`config.mk`:
```
export PLATFORM = sky130hd
export DESIGN_NAME = router_ctrl_flat
export DESIGN_NICKNAME = d
export VERILOG_FILES = /design/src/rtl/router_ctrl_if.sv /design/src/rtl/router_ctrl.sv /design/src/flat_wrapper.sv
export SDC_FILE = /design/constraint.sdc
export NUM_CORES = 1
export LEC_CHECK = 0
export ABC_AREA = 1
export CAP_MARGIN = 20
export CORE_MARGIN = 1
export CORE_UTILIZATION = 46
export CTS_CLUSTER_SIZE = 16
export DETAILED_ROUTE_END_ITERATION = 12
export PLACE_DENSITY = 0.79
export SLEW_MARGIN = 5
export SYNTH_ARGS = -nofsm -noshare
export SYNTH_HDL_FRONTEND = slang
export SYNTH_SLANG_ARGS = --single-unit
export TNS_END_PERCENT = 30
```
`constraint.sdc`:
```
create_clock -name clk -period 1.53 [get_ports clk]
set_input_delay 0.153 -clock clk [delete_from_list [all_inputs] [get_ports clk]]
set_output_delay 0.153 -clock clk [all_outputs]
set_load 0.05 [all_outputs]
```
`src/rtl/router_ctrl_if.sv`:
```
// Router control-plane signal bundle.
// master drives packet/FIFO status; slave is the controller.
interface router_ctrl_if;
  logic       pkt_valid;
  logic [7:0] data_in;
  logic       parity_done;
  logic       low_pkt_valid;
  logic [2:0] fifo_full;
  logic [2:0] fifo_empty;
  logic [2:0] rd_en;
  logic [2:0] wr_en;
  logic       fifo_full_sel;
  logic [2:0] vld_out;
  logic [2:0] soft_rst;
  logic       detect_add;
  logic       lfd_state;
  logic       ld_state;
  logic       laf_state;
  logic       full_state;
  logic       rst_int_reg;
  logic       write_enb_reg;
  logic       busy;

  modport master (
    output pkt_valid, data_in, parity_done, low_pkt_valid,
    output fifo_full, fifo_empty, rd_en,
    input  wr_en, fifo_full_sel, vld_out, soft_rst,
    input  detect_add, lfd_state, ld_state, laf_state,
    input  full_state, rst_int_reg, write_enb_reg, busy
  );

  modport slave (
    input  pkt_valid, data_in, parity_done, low_pkt_valid,
    input  fifo_full, fifo_empty, rd_en,
    output wr_en, fifo_full_sel, vld_out, soft_rst,
    output detect_add, lfd_state, ld_state, laf_state,
    output full_state, rst_int_reg, write_enb_reg, busy
  );
endinterface

```
`src/rtl/router_ctrl.sv`:
```
// 1x3 router control plane: packet-write FSM,
// destination decode and per-port read timeout.
module router_ctrl #(
  parameter int TIMEOUT = 30,
  parameter int CNT_W   = 5
) (
  input logic          clk,
  input logic          rstn,
  router_ctrl_if.slave bus
);

  typedef enum logic [2:0] {
    S_DECODE,
    S_WAIT,
    S_LFD,
    S_LD,
    S_FULL,
    S_LAF,
    S_LP,
    S_CPE
  } state_e;

  state_e                      state_q, state_d;
  logic [1:0]                  addr_q, addr_d;
  logic [2:0][CNT_W-1:0]       cnt_q, cnt_d;
  logic [2:0]                  soft_q, soft_d;
  logic [1:0]                  sel_idx;
  logic [2:0]                  sel_oh;
  logic [2:0]                  addr_oh;
  logic                        sel_empty;
  logic                        sel_full;
  logic                        detect;
  logic [2:0]                  vld;

  assign detect = (state_q == S_DECODE);
  assign vld    = ~bus.fifo_empty;

  // Header byte selects the FIFO before addr_q has captured it.
  always_comb begin
    sel_idx = detect ? bus.data_in[1:0] : addr_q;
    case (sel_idx)
      2'd0:    sel_oh = 3'b001;
      2'd1:    sel_oh = 3'b010;
      2'd2:    sel_oh = 3'b100;
      default: sel_oh = 3'b000;
    endcase
    case (addr_q)
      2'd0:    addr_oh = 3'b001;
      2'd1:    addr_oh = 3'b010;
      2'd2:    addr_oh = 3'b100;
      default: addr_oh = 3'b000;
    endcase
    sel_empty = |(sel_oh & bus.fifo_empty);
    sel_full  = |(sel_oh & bus.fifo_full);
  end

  always_comb begin
    state_d = state_q;
    unique case (state_q)
      S_DECODE:
        if (bus.pkt_valid && bus.data_in[1:0] != 2'd3)
          state_d = sel_empty ? S_LFD : S_WAIT;
      S_WAIT:
        if (sel_empty) state_d = S_LFD;
      S_LFD:
        state_d = S_LD;
      S_LD:
        if (sel_full)            state_d = S_FULL;
        else if (!bus.pkt_valid) state_d = S_LP;
      S_FULL:
        if (!sel_full) state_d = S_LAF;
      S_LAF:
        if (bus.parity_done)        state_d = S_DECODE;
        else if (bus.low_pkt_valid) state_d = S_LP;
        else                        state_d = S_LD;
      S_LP:
        state_d = S_CPE;
      S_CPE:
        state_d = sel_full ? S_FULL : S_DECODE;
      default:
        state_d = S_DECODE;
    endcase
    // Stalled reader on our port abandons the packet.
    if (|(addr_oh & soft_q)) state_d = S_DECODE;
  end

  always_comb begin
    addr_d = addr_q;
    if (detect && bus.pkt_valid) addr_d = bus.data_in[1:0];
  end

  always_comb begin
    cnt_d  = cnt_q;
    soft_d = '0;
    for (int i = 0; i < 3; i++) begin
      if (bus.rd_en[i] || !vld[i]) begin
        cnt_d[i] = '0;
      end else if (cnt_q[i] == CNT_W'(TIMEOUT - 1)) begin
        cnt_d[i]  = '0;
        soft_d[i] = 1'b1;
      end else begin
        cnt_d[i] = cnt_q[i] + 1'b1;
      end
    end
  end

  always_ff @(posedge clk) begin
    if (!rstn) begin
      state_q <= S_DECODE;
      addr_q  <= '0;
      cnt_q   <= '0;
      soft_q  <= '0;
    end else begin
      state_q <= state_d;
      addr_q  <= addr_d;
      cnt_q   <= cnt_d;
      soft_q  <= soft_d;
    end
  end

  always_comb begin
    bus.detect_add    = detect;
    bus.lfd_state     = (state_q == S_LFD);
    bus.ld_state      = (state_q == S_LD);
    bus.laf_state     = (state_q == S_LAF);
    bus.full_state    = (state_q == S_FULL);
    bus.rst_int_reg   = (state_q == S_CPE);
    bus.write_enb_reg = (state_q == S_LD) || (state_q == S_LAF) ||
                        (state_q == S_LP);
    bus.busy          = (state_q == S_WAIT) || (state_q == S_LFD) ||
                        (state_q == S_FULL) || (state_q == S_LAF) ||
                        (state_q == S_LP)   || (state_q == S_CPE);
    bus.wr_en         = {3{bus.write_enb_reg}} & addr_oh;
    bus.fifo_full_sel = |(addr_oh & bus.fifo_full);
    bus.vld_out       = vld;
    bus.soft_rst      = soft_q;
  end

endmodule
```
`src/flat_wrapper.sv`:
```
// flat-port wrapper written by rule: the top's interface ports become plain ports
module router_ctrl_flat 
#(
  parameter int TIMEOUT = 30,
  parameter int CNT_W   = 5
)
  (clk, rstn, bus_pkt_valid, bus_data_in, bus_parity_done, bus_low_pkt_valid, bus_fifo_full, bus_fifo_empty, bus_rd_en, bus_wr_en, bus_fifo_full_sel, bus_vld_out, bus_soft_rst, bus_detect_add, bus_lfd_state, bus_ld_state, bus_laf_state, bus_full_state, bus_rst_int_reg, bus_write_enb_reg, bus_busy);
  router_ctrl_if bus_i ();
  input logic clk;
  input logic rstn;
  input wire logic [$bits(bus_i.pkt_valid)-1:0] bus_pkt_valid;
  input wire logic [$bits(bus_i.data_in)-1:0] bus_data_in;
  input wire logic [$bits(bus_i.parity_done)-1:0] bus_parity_done;
  input wire logic [$bits(bus_i.low_pkt_valid)-1:0] bus_low_pkt_valid;
  input wire logic [$bits(bus_i.fifo_full)-1:0] bus_fifo_full;
  input wire logic [$bits(bus_i.fifo_empty)-1:0] bus_fifo_empty;
  input wire logic [$bits(bus_i.rd_en)-1:0] bus_rd_en;
  output wire logic [$bits(bus_i.wr_en)-1:0] bus_wr_en;
  output wire logic [$bits(bus_i.fifo_full_sel)-1:0] bus_fifo_full_sel;
  output wire logic [$bits(bus_i.vld_out)-1:0] bus_vld_out;
  output wire logic [$bits(bus_i.soft_rst)-1:0] bus_soft_rst;
  output wire logic [$bits(bus_i.detect_add)-1:0] bus_detect_add;
  output wire logic [$bits(bus_i.lfd_state)-1:0] bus_lfd_state;
  output wire logic [$bits(bus_i.ld_state)-1:0] bus_ld_state;
  output wire logic [$bits(bus_i.laf_state)-1:0] bus_laf_state;
  output wire logic [$bits(bus_i.full_state)-1:0] bus_full_state;
  output wire logic [$bits(bus_i.rst_int_reg)-1:0] bus_rst_int_reg;
  output wire logic [$bits(bus_i.write_enb_reg)-1:0] bus_write_enb_reg;
  output wire logic [$bits(bus_i.busy)-1:0] bus_busy;
  assign bus_i.pkt_valid = bus_pkt_valid;
  assign bus_i.data_in = bus_data_in;
  assign bus_i.parity_done = bus_parity_done;
  assign bus_i.low_pkt_valid = bus_low_pkt_valid;
  assign bus_i.fifo_full = bus_fifo_full;
  assign bus_i.fifo_empty = bus_fifo_empty;
  assign bus_i.rd_en = bus_rd_en;
  assign bus_wr_en = bus_i.wr_en;
  assign bus_fifo_full_sel = bus_i.fifo_full_sel;
  assign bus_vld_out = bus_i.vld_out;
  assign bus_soft_rst = bus_i.soft_rst;
  assign bus_detect_add = bus_i.detect_add;
  assign bus_lfd_state = bus_i.lfd_state;
  assign bus_ld_state = bus_i.ld_state;
  assign bus_laf_state = bus_i.laf_state;
  assign bus_full_state = bus_i.full_state;
  assign bus_rst_int_reg = bus_i.rst_int_reg;
  assign bus_write_enb_reg = bus_i.write_enb_reg;
  assign bus_busy = bus_i.busy;
  router_ctrl #(.TIMEOUT(TIMEOUT), .CNT_W(CNT_W)) u_core (.clk(clk), .rstn(rstn), .bus(bus_i));
endmodule
```
After elaboration in Yosys (flattened, before gate mapping)
Index checks and enable logic that the tools add are counted.
Widths: inputs -> output; s select.
{"block": "totals", "reg_bits": 23, "inputBits": 22, "out_inout_bits": 18}
{"block": "op_classes", "bitwise": 7, "muxes": 16, "add_sub_neg": 3, "eq_ne": 19, "reduce_logical": 29}
{"cell": "$mux 3", "count": 8}
{"cell": "$pmux 3 s8", "count": 1}
{"cell": "$pmux 3 s3", "count": 2}
{"cell": "$reduce_or 3->1", "count": 6}
{"cell": "$add 5x1->5 const B", "count": 3}
{"cell": "$and 3x3->3", "count": 5}
{"cell": "$eq 5x5->1 const B", "count": 3}
{"cell": "$eq 3x3->1 const B", "count": 4}
{"cell": "$logic_or 1x1->1", "count": 10}
{"cell": "$eq 3x2->1 const B", "count": 2}
{"cell": "$ne 2x2->1 const B", "count": 3}
{"cell": "$reduce_or 2->1", "count": 3}
{"cell": "$eq 2x1->1 const B", "count": 2}
{"cell": "$eq 2x2->1 const B", "count": 2}
{"cell": "$logic_not 2->1", "count": 2}
{"cell": "$mux 2", "count": 2}
{"cell": "$reduce_and 4->1", "count": 1}
{"cell": "$reduce_or 4->1", "count": 1}
{"cell": "$eq 3x1->1 const B", "count": 1}
{"cell": "$logic_not 1->1", "count": 3}
{"cell": "$logic_not 3->1", "count": 1}
{"cell": "$mux 1", "count": 3}
{"cell": "$ne 3x2->1 const B", "count": 1}
{"cell": "$not 3->3", "count": 1}
{"cell": "other kinds (3)", "count": 4}

Depth between registers and ports, before layout
{"block": "depth", "word_depth": 9, "ltp_mapped": 11}

Worst setup path after synthesis
OpenSTA, ideal clock, no wires.
{"block": "synth_path", "path_type": "register to output", "from": "register u_core.state_q[1]", "to": "output port bus_wr_en[1]", "setup_slack_ns": -0.945, "path_stages_with_launch": 7, "arrival_ns": 2.322, "required_time_ns": 1.377, "path_cell_list": "dfxtp_1 > nand2_1 > nor2_1 > inv_1 > nand3_1 > nand3_1 > inv_1"}
{"block": "synth_via", "elab_chain_cells": 4, "word_cells_on_any_way": 6}
{"item": "from (decl)", "line": "router_ctrl.sv:23", "text": "state_e state_q, state_d;"}
{"item": "from (signal assigned)", "line": "router_ctrl.sv:114", "text": "state_q <= state_d;"}
{"item": "$eq 3x2->1"}
{"item": "net bus_ld_state", "line": "flat_wrapper.sv:24", "text": "output wire logic [$bits(bus_i.ld_state)-1:0] bus_ld_state;"}
{"item": "$logic_or 1x1->1 (2 in series)", "line": "router_ctrl.sv:128", "text": "bus.write_enb_reg = (state_q == S_LD) || (state_q == S_LAF) ||"}
{"item": "net bus_write_enb_reg", "line": "flat_wrapper.sv:28", "text": "output wire logic [$bits(bus_i.write_enb_reg)-1:0] bus_write_enb_reg;"}
{"item": "$and 3x3->3", "line": "router_ctrl.sv:133", "text": "bus.wr_en = {3{bus.write_enb_reg}} & addr_oh;"}
{"item": "to (decl)", "line": "flat_wrapper.sv:18", "text": "output wire logic [$bits(bus_i.wr_en)-1:0] bus_wr_en;"}
The timed path passes the listed nets, and every way through them passes these cells.

Worst setup path in the final report
{"block": "layout_path", "from": "register u_core.state_q[1]", "to": "register u_core.state_q[0]"}
{"block": "layout_via", "elab_chain_cells": 9, "word_cells_on_any_way": 26}
{"item": "$logic_not 3->1", "line": "router_ctrl.sv:35, router_ctrl.sv:59"}
{"item": "$mux 2", "line": "router_ctrl.sv:40", "text": "sel_idx = detect ? bus.data_in[1:0] : addr_q;"}
{"item": "$eq 2x2->1 (tied with other cells)", "line": "router_ctrl.sv:41", "text": "case (sel_idx)"}
{"item": "$pmux 3 s3", "line": "router_ctrl.sv:41"}
{"item": "$and 3x3->3", "line": "router_ctrl.sv:53", "text": "sel_empty = |(sel_oh & bus.fifo_empty);"}
{"item": "$reduce_or 3->1", "line": "router_ctrl.sv:53"}
{"item": "$mux 2", "line": "router_ctrl.sv:62", "text": "state_d = sel_empty ? S_LFD : S_WAIT;"}
{"item": "$mux 3", "line": "router_ctrl.sv:61", "text": "if (bus.pkt_valid && bus.data_in[1:0] != 2'd3)"}
{"item": "$pmux 3 s8", "line": "router_ctrl.sv:59", "text": "unique case (state_q)"}
Several ways; a longest one is shown, not always the timed one. The select of a mux whose other input is x is not followed.
A chain may end at the register's enable or synchronous reset.

==> results_dict.tcl <==
set metrics [dict create \
    netlist_area_sq_um 1290 \
    violations "negative setup slack" \
    seqCellArea_sq_um 472 \
    synth-edff-count 0 \
    cpMaxStageDelayCell "dfxtp_4" \
    port_buffers 33 \
    cts_tree "yes" \
    routed_via_density 5.33 \
    yosysSeqAreaShare_pct 35.8 \
    slew_violations 0 \
    ys_warn_count 0 \
    multi_input_area_sq_um 801 \
    vias 1360 \
    grt_setup_unrepaired "yes" \
    crit_path_max_fanout 6 \
    required_ps 1730 \
    grt_overflow 0 \
    grt_max_degree 14 \
    syn_inst 177 \
    ys_types 25 \
    htreeDepth 1 \
    ys_top_cells_by_area "dfxtp_1 36%, nand3_1 9.3%, inv_1 7.9%" \
    timing.hold.ws_ps 423 \
    worstSetupPathType "flop to flop" \
    tightest_slew_ps 255 \
    synth_nets 205 \
    critPathLaunchType "flop" \
    drive_gt1_share_pct 30.2 \
    drt_pass1_iterations 4 \
    die_w_um 54.9 \
    ys.flop_type "dfxtp_1" \
    clk_pin_slew_ps 120 \
    die_area_sq_um 3010 \
    drt_iter0_drc 26 \
    root_buffer "clkbuf_4" \
    dpl_cell_area_sq_um 1910 \
    yosysTopAreaCellShare_pct 35.8 \
    hpwl_mm 2.54 \
    grt_pass1_wl_mm 5.05 \
    synthToLayoutAreaGrowth_pct 56.6 \
    pin_count 40 \
    drt.antenna.violating_nets 0 \
    rows 18 \
    fin_crit_ps 1600 \
    finalNetCount 254 \
    dieHeight_um 54.9 \
    fill_cells 185 \
    status "finished with violations" \
    setup_viol 6 \
    final_area_sq_um 2010 \
    hold_viol 0 \
    power-per-cell-area_nw_per_um2 1280 \
    cpMostUsedCell "nand3_2" \
    hp-class "input port to flop" \
    fmax_ghz 0.626 \
    cts_hold_buffers 0 \
    setup_ws_ps -67.3 \
    cts_buffer_depth 2 \
    place.gp.congestion 0.856 \
    power.leakage_nw 0.874 \
    cts_inserted_buffers 3 \
    start_util_pct 50.1 \
    cts_sinks 23 \
    cp.arrival_ps 1800 \
    core_sq_um 2570 \
    synth-seq-cells 23 \
    totalWireLength_mm 3.18 \
    clock_skew_ps 2.96 \
    antenna_found_initial 0 \
    syn_area_per_cell_sq_um 7.27 \
    slowest_delay_ps 390 \
    synth_top_area_cell "dfxtp_1" \
    mostFrequentLayoutCells "21 x inv_1, 21 x nand2_1, 20 x nor2_1, 20 x nand3_1, 20 x dfxtp_1" \
    worstSetupEndpointType "flop" \
    cp_cell_sequence "nor2_4 -> nand2_4 -> nand2_2 -> nand2_4 -> nand3_2 -> nand3_2 -> nand2_2 -> nand3_2 -> nor3_1 -> nor2_1" \
    max_cap_viol_count 0 \
    diodes 0 \
    finalCritPeriodShare_pct 104 \
    postSynth.asyncResetShare_pct 0 \
    drc 0 \
    post_drt_wl_per_cell_um 12.5 \
    grt_pass1_vias 1259 \
    grt_usage_pct 22.6 \
    vdd.ir_drop.worst_mv 1.09 \
    clk_latency_ps 300 \
    max-slew-margin-rel_pct 82.9 \
]
==> power breakdown <==
group | total, mW | switching, mW | internal (mW)
registers | 0.725 | 0.0698 | 0.655
logic | 1.59 | 0.947 | 0.648
clock network | 0.268 | 0.171 | 0.0973
==> critical path: cells and delay by family, from the launching register on <==
family / cells / cell delay, ps
and+or+nand+nor: 10 / 1100
DFF: 1 / 390
==> flip-flops by register name, summed over array words and instances, names as in the netlist <==
signal               flops
u_core.bus.soft_rst      3
u_core.cnt_q            15
u_core.state_q           3
u_core.addr_q            2
==> final timing paths <==
check	start	end	slack [ps]	depth (start not counted)
setup / recovery	u_core.state_q[1]$_SDFFE_PP0P_	u_core.state_q[0]$_SDFFE_PP0P_	-70	10
hold / removal	bus_rd_en[2]	u_core.bus.soft_rst[2]$_SDFF_PP0_	420	2
setup reg to reg	u_core.state_q[1]$_SDFFE_PP0P_	u_core.state_q[0]$_SDFFE_PP0P_	-70	10
hold reg to reg	u_core.cnt_q[5]$_SDFF_PP0_	u_core.cnt_q[5]$_SDFF_PP0_	490	1
==> cells in the mapped netlist, types with 2 or more instances <==
cell type	n
inv_1	27
nand2_1	24
nand3_1	24
nor2_1	24
dfxtp_1	23
nand4_1	7
ha_1	6
a21oi_1	5
nand3_2	4
xnor2_1	4
a211oi_1	3
nand2_2	3
nand2_4	3
nor3_1	3
nor4_1	3
xor2_1	3
o21ai_0	2
or2_2	2
==> cell families after synthesis <==
family,share of synthesized area (%)
DFF,35.8
and+or+nand+nor,39.5
buffers and inverters,8.17
xor gates and xnor gates,4.77
adders and majority gates,5.84
AOI/OAI and AO/OA,5.93
==> per-stage QoR <==
stage,worst slack (ps),cells,total power [mW],setup TNS [ps],utilization [%]
final,-67.3,255,2.59,-181,78.5
after CTS,-27.7,254,2.53,-58.1,78.0
after global placement,-56.8,246,2.15,-160,74.4
after detailed placement,-121,246,2.20,-293,74.4
after floorplan,-39.8,177,1.65,-106,-
after global routing,-128,255,2.71,-694,78.5
==> metal layers <==
| metal | wire length [um] | GRT usage, % | up-vias | share of wire, % |
|---|---|---|---|---|
| li1 | - | - | 677 | - |
| met1 | 1360 | 25.6 | 637 | 43 |
| met2 | 1640 | 42.2 | 44 | 51 |
| met3 | 166 | 3.61 | 2 | 5.2 |
| met4 | 17 | 7.26 | 0 | 0.53 |
| met5 | 0 | 0 | - | 0 |
==> area by class of cell <==
type	instances	share of cell area, %
clock buffer	3	1.12
clock inverter	1	0.248
inverter	28	6.02
multi-input combinational	126	39.8
sequential	23	23.4
tap	30	1.86
timing repair buffer	44	27.6
==> repair_timing <==
item	in CTS	in global routing
setup buffers	4	1
pin swaps	4	2
setup endpoints to repair	4	9
gates resized for setup	8	1
No activity file was read; power rests on OpenSTA's default activity.
